[src/rtl/vo_kp_pkg.sv]
// vo_kp_pkg: keypoint entry layout and collector state encoding
package vo_kp_pkg;
  localparam int X_W       = 10;
  localparam int Y_W       = 10;
  localparam int SCORE_W   = 8;
  localparam int TRIG_W    = 12;
  localparam int KP_W      = X_W + Y_W + SCORE_W + 2 * TRIG_W;
  localparam int SIN_LSB   = 0;
  localparam int COS_LSB   = SIN_LSB + TRIG_W;
  localparam int SCORE_LSB = COS_LSB + TRIG_W;
  localparam int Y_LSB     = SCORE_LSB + SCORE_W;
  localparam int X_LSB     = Y_LSB + Y_W;

  typedef enum logic [1:0] {
    S_IDLE  = 2'd0,
    S_FRAME = 2'd1,
    S_TAIL  = 2'd2,
    S_DRAIN = 2'd3
  } state_t;

  function automatic logic [KP_W-1:0] kp_pack(
    input logic [X_W-1:0]     x,
    input logic [Y_W-1:0]     y,
    input logic [SCORE_W-1:0] score,
    input logic [TRIG_W-1:0]  cos_v,
    input logic [TRIG_W-1:0]  sin_v
  );
    return {x, y, score, cos_v, sin_v};
  endfunction
endpackage

[src/rtl/kp_sync_fifo.sv]
// kp_sync_fifo: first-word-fall-through FIFO with wrap-bit pointers and flush
module kp_sync_fifo #(
  parameter int WIDTH = 52,
  parameter int DEPTH = 64,
  localparam int AW = $clog2(DEPTH),
  localparam int PW = AW + 1
) (
  input  logic             i_clk,
  input  logic             i_rst_n,
  input  logic             i_clr,
  input  logic             i_push,
  input  logic [WIDTH-1:0] i_din,
  input  logic             i_pop,
  output logic [WIDTH-1:0] o_dout,
  output logic             o_full,
  output logic             o_empty,
  output logic [PW-1:0]    o_count
);
  logic [WIDTH-1:0] mem [DEPTH];
  logic [PW-1:0]    wptr, rptr;

  assign o_count = wptr - rptr;
  assign o_empty = wptr == rptr;
  assign o_full  = (wptr[AW] != rptr[AW]) && (wptr[AW-1:0] == rptr[AW-1:0]);
  assign o_dout  = mem[rptr[AW-1:0]];

  // pointer advance; flush returns both to zero
  always_ff @(posedge i_clk or negedge i_rst_n) begin
    if (!i_rst_n) begin
      wptr <= '0;
      rptr <= '0;
    end else if (i_clr) begin
      wptr <= '0;
      rptr <= '0;
    end else begin
      wptr <= wptr + PW'(i_push);
      rptr <= rptr + PW'(i_pop);
    end
  end

  // storage write; a push into a full FIFO only happens alongside a pop
  always_ff @(posedge i_clk) begin
    if (i_push && !i_clr) mem[wptr[AW-1:0]] <= i_din;
  end
endmodule

[src/rtl/keypoint_collector.sv]
// keypoint_collector: per-frame keypoint capture, cap/drop accounting and streaming
module keypoint_collector
  import vo_kp_pkg::*;
#(
  parameter int DEPTH  = 64,
  parameter int MAX_KP = 500,
  parameter int CNT_W  = 10
) (
  input  logic               i_clk,
  input  logic               i_rst_n,
  input  logic               i_start,
  input  logic               i_end,
  input  logic               i_flag,
  input  logic [X_W-1:0]     i_coord_x,
  input  logic [Y_W-1:0]     i_coord_y,
  input  logic [SCORE_W-1:0] i_score,
  input  logic [TRIG_W-1:0]  i_cos,
  input  logic [TRIG_W-1:0]  i_sin,
  output logic               o_valid,
  input  logic               i_ready,
  output logic [X_W-1:0]     o_x,
  output logic [Y_W-1:0]     o_y,
  output logic [SCORE_W-1:0] o_score,
  output logic [TRIG_W-1:0]  o_cos,
  output logic [TRIG_W-1:0]  o_sin,
  output logic               o_frame_done,
  output logic [CNT_W-1:0]   o_kp_count,
  output logic [CNT_W-1:0]   o_drop_count
);
  localparam int PW = $clog2(DEPTH) + 1;
  localparam logic [CNT_W-1:0] MAX_C = CNT_W'(MAX_KP);

  state_t           state, state_n;
  logic [CNT_W-1:0] acc, drp, acc_n, drp_n;
  logic             pend, pend_n, clr, restart, req, pop, accept, drop, done, go;
  logic             fifo_full, fifo_empty;
  logic [PW-1:0]    fifo_cnt;
  logic [KP_W-1:0]  head;

  kp_sync_fifo #(.WIDTH(KP_W), .DEPTH(DEPTH)) u_fifo (
    .i_clk   (i_clk),
    .i_rst_n (i_rst_n),
    .i_clr   (restart),
    .i_push  (accept),
    .i_din   (kp_pack(i_coord_x, i_coord_y, i_score, i_cos, i_sin)),
    .i_pop   (pop),
    .o_dout  (head),
    .o_full  (fifo_full),
    .o_empty (fifo_empty),
    .o_count (fifo_cnt)
  );

  assign o_valid = !fifo_empty;
  assign pop     = o_valid && i_ready;
  assign o_x     = o_valid ? head[X_LSB +: X_W] : '0;
  assign o_y     = o_valid ? head[Y_LSB +: Y_W] : '0;
  assign o_score = o_valid ? head[SCORE_LSB +: SCORE_W] : '0;
  assign o_cos   = o_valid ? head[COS_LSB +: TRIG_W] : '0;
  assign o_sin   = o_valid ? head[SIN_LSB +: TRIG_W] : '0;

  // accept rule, saturating counters and frame sequencing
  always_comb begin
    restart = state == S_FRAME && i_start;
    req     = (state == S_FRAME || state == S_TAIL) && i_flag && !restart;
    accept  = req && acc < MAX_C && (!fifo_full || pop);
    drop    = (req && !accept) || (state == S_DRAIN && i_flag);
    done    = state == S_DRAIN && fifo_cnt == '0;
    go      = pend || i_start;
    acc_n   = acc + CNT_W'(accept && acc != '1);
    drp_n   = drp + CNT_W'(drop && drp != '1);
    state_n = state;
    pend_n  = pend;
    clr     = 1'b0;
    case (state)
      S_IDLE: begin
        state_n = i_start ? S_FRAME : S_IDLE;
        clr     = i_start;
      end
      S_FRAME: begin
        state_n = (i_end && !restart) ? S_TAIL : S_FRAME;
        clr     = restart;
      end
      S_TAIL: begin
        state_n = S_DRAIN;
        pend_n  = go;
      end
      default: begin
        state_n = done ? (go ? S_FRAME : S_IDLE) : S_DRAIN;
        pend_n  = go && !done;
        clr     = done && go;
      end
    endcase
  end

  // state, counters and the held end-of-frame summary
  always_ff @(posedge i_clk or negedge i_rst_n) begin
    if (!i_rst_n) begin
      state        <= S_IDLE;
      pend         <= 1'b0;
      acc          <= '0;
      drp          <= '0;
      o_frame_done <= 1'b0;
      o_kp_count   <= '0;
      o_drop_count <= '0;
    end else begin
      state        <= state_n;
      pend         <= pend_n;
      acc          <= clr ? '0 : acc_n;
      drp          <= clr ? '0 : drp_n;
      o_frame_done <= done;
      if (done) begin
        o_kp_count   <= acc_n;
        o_drop_count <= drp_n;
      end
    end
  end
endmodule
[config.mk]
export PLATFORM = sky130hd
export DESIGN_NAME = keypoint_collector
export DESIGN_NICKNAME = d
export VERILOG_FILES = /design/src/rtl/vo_kp_pkg.sv /design/src/rtl/kp_sync_fifo.sv /design/src/rtl/keypoint_collector.sv
export SDC_FILE = /design/constraint.sdc
export NUM_CORES = 2
export LEC_CHECK = 0
export CORE_ASPECT_RATIO = 1.4
export CORE_UTILIZATION = 33
export DETAILED_ROUTE_END_ITERATION = 8
export MAX_ROUTING_LAYER = met4
export PLACE_DENSITY_LB_ADDON = 0.2
export SLEW_MARGIN = 20
export SYNTH_ARGS = -nofsm -noshare
export SYNTH_HDL_FRONTEND = slang
export SYNTH_SLANG_ARGS = --single-unit
[constraint.sdc]
create_clock -name i_clk -period 11.51 [get_ports i_clk]
set_clock_uncertainty 0.2 [all_clocks]
set_input_delay 2.302 -clock i_clk [delete_from_list [all_inputs] [get_ports i_clk]]
set_output_delay 2.302 -clock i_clk [all_outputs]
set_load 0.05 [all_outputs]
==> results_dict.tcl <==
set metrics [dict create \
    clockBufferDepth 4 \
    period_share_pct 76.25 \
    antenna_found_initial 31 \
    cts_sinks 3386 \
    async_reset_ff_share_pct 1.713 \
    hold_class "reg2reg" \
    synth_top_area_cell "edfxtp_1" \
    cts_tree "yes" \
    clkLatencyLatePin_ns 0.90 \
    final_hold_viol_count 0 \
    yosys_warnings 0 \
    path_class "reg2out" \
    p_clk_share_pct 30.9 \
    violations "antenna violations, design-rule violations" \
    synth_edf_count 3328 \
    synth_area_um2 129800 \
    cp-endpoint "o_x[3]" \
    intPower_mw 23.09 \
    reg2regPathDepth 9 \
    cp.required_ns 9.01 \
    postLayoutCellArea_um2 148300 \
    synth_top_flop_cell "edfxtp_1" \
    avgSynthCellArea_um2 21.95 \
    vias 63690 \
    worstPathMaxFanout 31 \
    seq_area_frac_synth_pct 78.09 \
    setup_viol 0 \
    synth_top_area_share_pct 76.97 \
    dpl_worst_slack_ns 3.612 \
    syn_to_final_growth_pct 14.25 \
    fin_nets 6346 \
    dieArea_um2 396000 \
    die_x_um 532.1 \
    port_buffers 131 \
    worstMarginPinSlew_ns 1.162 \
    p_comb_share_pct 27.9 \
    p_seq_share_pct 41.2 \
    status "finished with violations" \
    start_util_pct 33.14 \
    grt_pass1_wl_mm 546.6 \
    power_density_nw_per_um2 227.0 \
    gp_congestion 0.7975 \
    ys_ff_latch 3386 \
    setup_ws_ns 2.733 \
    startpoint_type "register" \
    worstPathArrival_ns 6.27 \
    core_um2 391700 \
    ctsHoldBuffers 0 \
    die_h_um 744.2 \
    postRouteAntennaNets 1 \
    first_pass_iters 7 \
    grt_max_degree 104 \
    startpoint "u_fifo.rptr[3]" \
    routed_wirelength_mm 401.1 \
    grt_pass1_vias 65910 \
    r2r_start "u_fifo.rptr[3]" \
    relSlewSlack_pct 22.52 \
    via_per_inst 5.424 \
    max_freq_ghz 0.1139 \
    numCtsBuffers 315 \
    maxCapViolations 0 \
    hpwl_mm 230.1 \
    max-vdd-ir-drop_uv 283.1 \
    cts_resized 0 \
    synth.area.top_cells "edfxtp_1 77%, mux4_2 14%, mux2i_1 1.8%" \
    r2r_end "u_fifo.mem[41][31]" \
    rsz0062_at_grt "false" \
    ys_types 64 \
    drive_gt1_share_pct 24.70 \
    num_rows 272 \
    postCtsSetupBuffers 0 \
    grtUsageTotal_pct 20.62 \
    slew_viol_final 0 \
    reg2reg_slack_ns 5.09 \
    synthCells 5914 \
    place_area_um2 138300 \
    h-tree-depth 5 \
    setup_tns_ns 0 \
    fillers 35240 \
    swShare_pct 31.40 \
    gr-total-overflow 0 \
    power.leakage_nw 46.21 \
    p_switching_mw 10.57 \
    io_pins 132 \
    clk_pin_slew_ns 0.06 \
    syn_nets 5992 \
    endpoint_kind "primary output" \
    first_iter_violations 6700 \
    layout_min_cycle_time_ns 8.777 \
    root_buffer "clkbuf_16" \
    drt-wirelength-per-cell_um 34.16 \
    drc 36 \
]
per-stage QoR:
| stage | hold WS (ns) | std cells | total power [mW] | utilization [%] |
|---|---|---|---|---|
| 2_1_floorplan | 0.3136 | 5914 | 20.18 | - |
| 4_1_cts | 0.2888 | 11710 | 34.06 | 37.83 |
| 5_1_grt | 0.3023 | 11730 | 34.74 | 37.86 |
| 3_3_place_gp | 0.2764 | 11150 | 23.68 | 35.28 |
| 6_report | 0.2868 | 11740 | 33.67 | 37.87 |
| 3_5_place_dp | 0.2752 | 11160 | 23.68 | 35.30 |
power groups by stage:
stage / registers, mW / clock network, mW / logic [mW]
2_1_floorplan: 14.0 / 0 / 6.16
4_1_cts: 13.9 / 10.6 / 9.57
3_5_place_dp: 14.1 / 0 / 9.54
6_report: 13.9 / 10.4 / 9.38
5_1_grt: 13.9 / 11.0 / 9.84
3_3_place_gp: 14.1 / 0 / 9.55
cell type report:
cell class,instances,area [um^2],share of cell area [%]
Sequential cell,3386,101400,68.36
Multi-Input combinational cell,2186,27300,18.40
Clock buffer,407,8418,5.675
Tap cell,5206,6514,4.391
Timing Repair Buffer,364,3048,2.055
Clock inverter,145,1505,1.015
Antenna cell,33,82.58,0.05567
Inverter,15,67.56,0.04555
how the worst min path moves through the flow:
stage                               end  cells past startpoint     startpoint  slack [ns]
final                     o_kp_count[8]                      1  o_kp_count[8]        0.29
after detailed placement  o_kp_count[8]                      1  o_kp_count[8]        0.28
after CTS                 o_kp_count[8]                      1  o_kp_count[8]        0.29
after global placement    o_kp_count[8]                      1  o_kp_count[8]        0.28
after global routing      o_kp_count[8]                      1  o_kp_count[8]        0.30
after floorplan                    pend                      2           pend        0.31
flip-flops by register name, summed over array words and instances (netlist names):
signal and cells:
u_fifo.mem 3328, acc 10, drp 10, o_drop_count 10, o_kp_count 10, u_fifo.rptr 7, u_fifo.wptr 7, state 2
o_frame_done 1, pend 1
kinds of logic (layout without fill, tap and decap cells):
family / after synthesis / in the layout / synth area share [%]
AND/OR/NAND/NOR: 577 / 577 / 1.879
other: 0 / 33 / 0
XOR/XNOR: 26 / 26 / 0.1754
buffers and inverters: 342 / 931 / 1.364
multiplexers: 1043 / 1043 / 15.60
AO/OA/AOI/OAI: 520 / 520 / 2.689
adder cells (fa/ha/maj): 20 / 20 / 0.1985
flip-flops: 3386 / 3386 / 78.09
layer usage:
| layer | vias to the layer above | share of wire, % | track usage [%] | wire length (um) |
|---|---|---|---|---|
| li1 | 25590 | - | - | - |
| met1 | 35390 | 38 | 24.07 | 152700 |
| met2 | 2145 | 52 | 35.61 | 209200 |
| met3 | 563 | 5.9 | 3.571 | 23580 |
| met4 | 0 | 3.9 | 7.591 | 15670 |
| met5 | - | 0 | - | 0 |
worst max-delay path, cell delays in order, from the launching register on:
cell	delay, ns
dfrtp_4	0.84
inv_4	0.41
ha_1	0.48
nand4_1	0.29
nor3_2	0.76
inv_1	0.31
nand2_1	0.81
a31oi_1	0.59
clkdlybuf4s50_1	0.86
cells in the final DEF (no fill, tap or decap), types with 11 or more instances in the layout:
master	Yosys	routed
clkdlybuf4s50_1	0	78
clkbuf_1	138	82
o211ai_1	38	38
or3_1	23	23
mux2i_1	236	236
xnor2_1	16	16
inv_6	0	11
nor2_1	106	31
buf_2	80	32
a31oi_1	50	49
bufinv_16	0	30
clkinv_2	0	46
diode_2	0	33
mux2_1	16	16
mux4_2	782	782
a22oi_1	107	107
o21ai_0	115	115
buf_12	0	16
a21oi_1	53	53
clkinv_1	1	51
o22ai_1	56	56
edfxtp_1	3328	3328
a221oi_1	65	65
buf_4	47	238
inv_1	12	11
dfrtp_1	58	54
clkbuf_16	0	323
nand2_1	350	348
nor2_4	0	70
nand3_1	29	29
ha_1	19	19
synthesized netlist by cell type (3+ instances only):
master	n
a211o_1	3
a21oi_1	53
a221oi_1	65
a22oi_1	107
a31oi_1	50
a32oi_1	7
a41oi_1	4
and2_1	12
buf_1	34
buf_2	80
buf_4	47
buf_6	24
clkbuf_1	138
dfrtp_1	58
edfxtp_1	3328
ha_1	19
inv_1	12
mux2_1	16
mux2_2	9
mux2i_1	236
mux4_2	782
nand2_1	350
nand2b_1	8
nand3_1	29
nand3b_1	5
nand4_1	6
nor2_1	106
nor2b_1	10
nor3_1	11
nor4_1	3
o211ai_1	38
o21a_1	3
o21ai_0	115
o221a_2	3
o22ai_1	56
o31ai_1	3
or2_2	5
or3_1	23
xnor2_1	16
xor2_1	10
(Power assumes the default switching activity.)
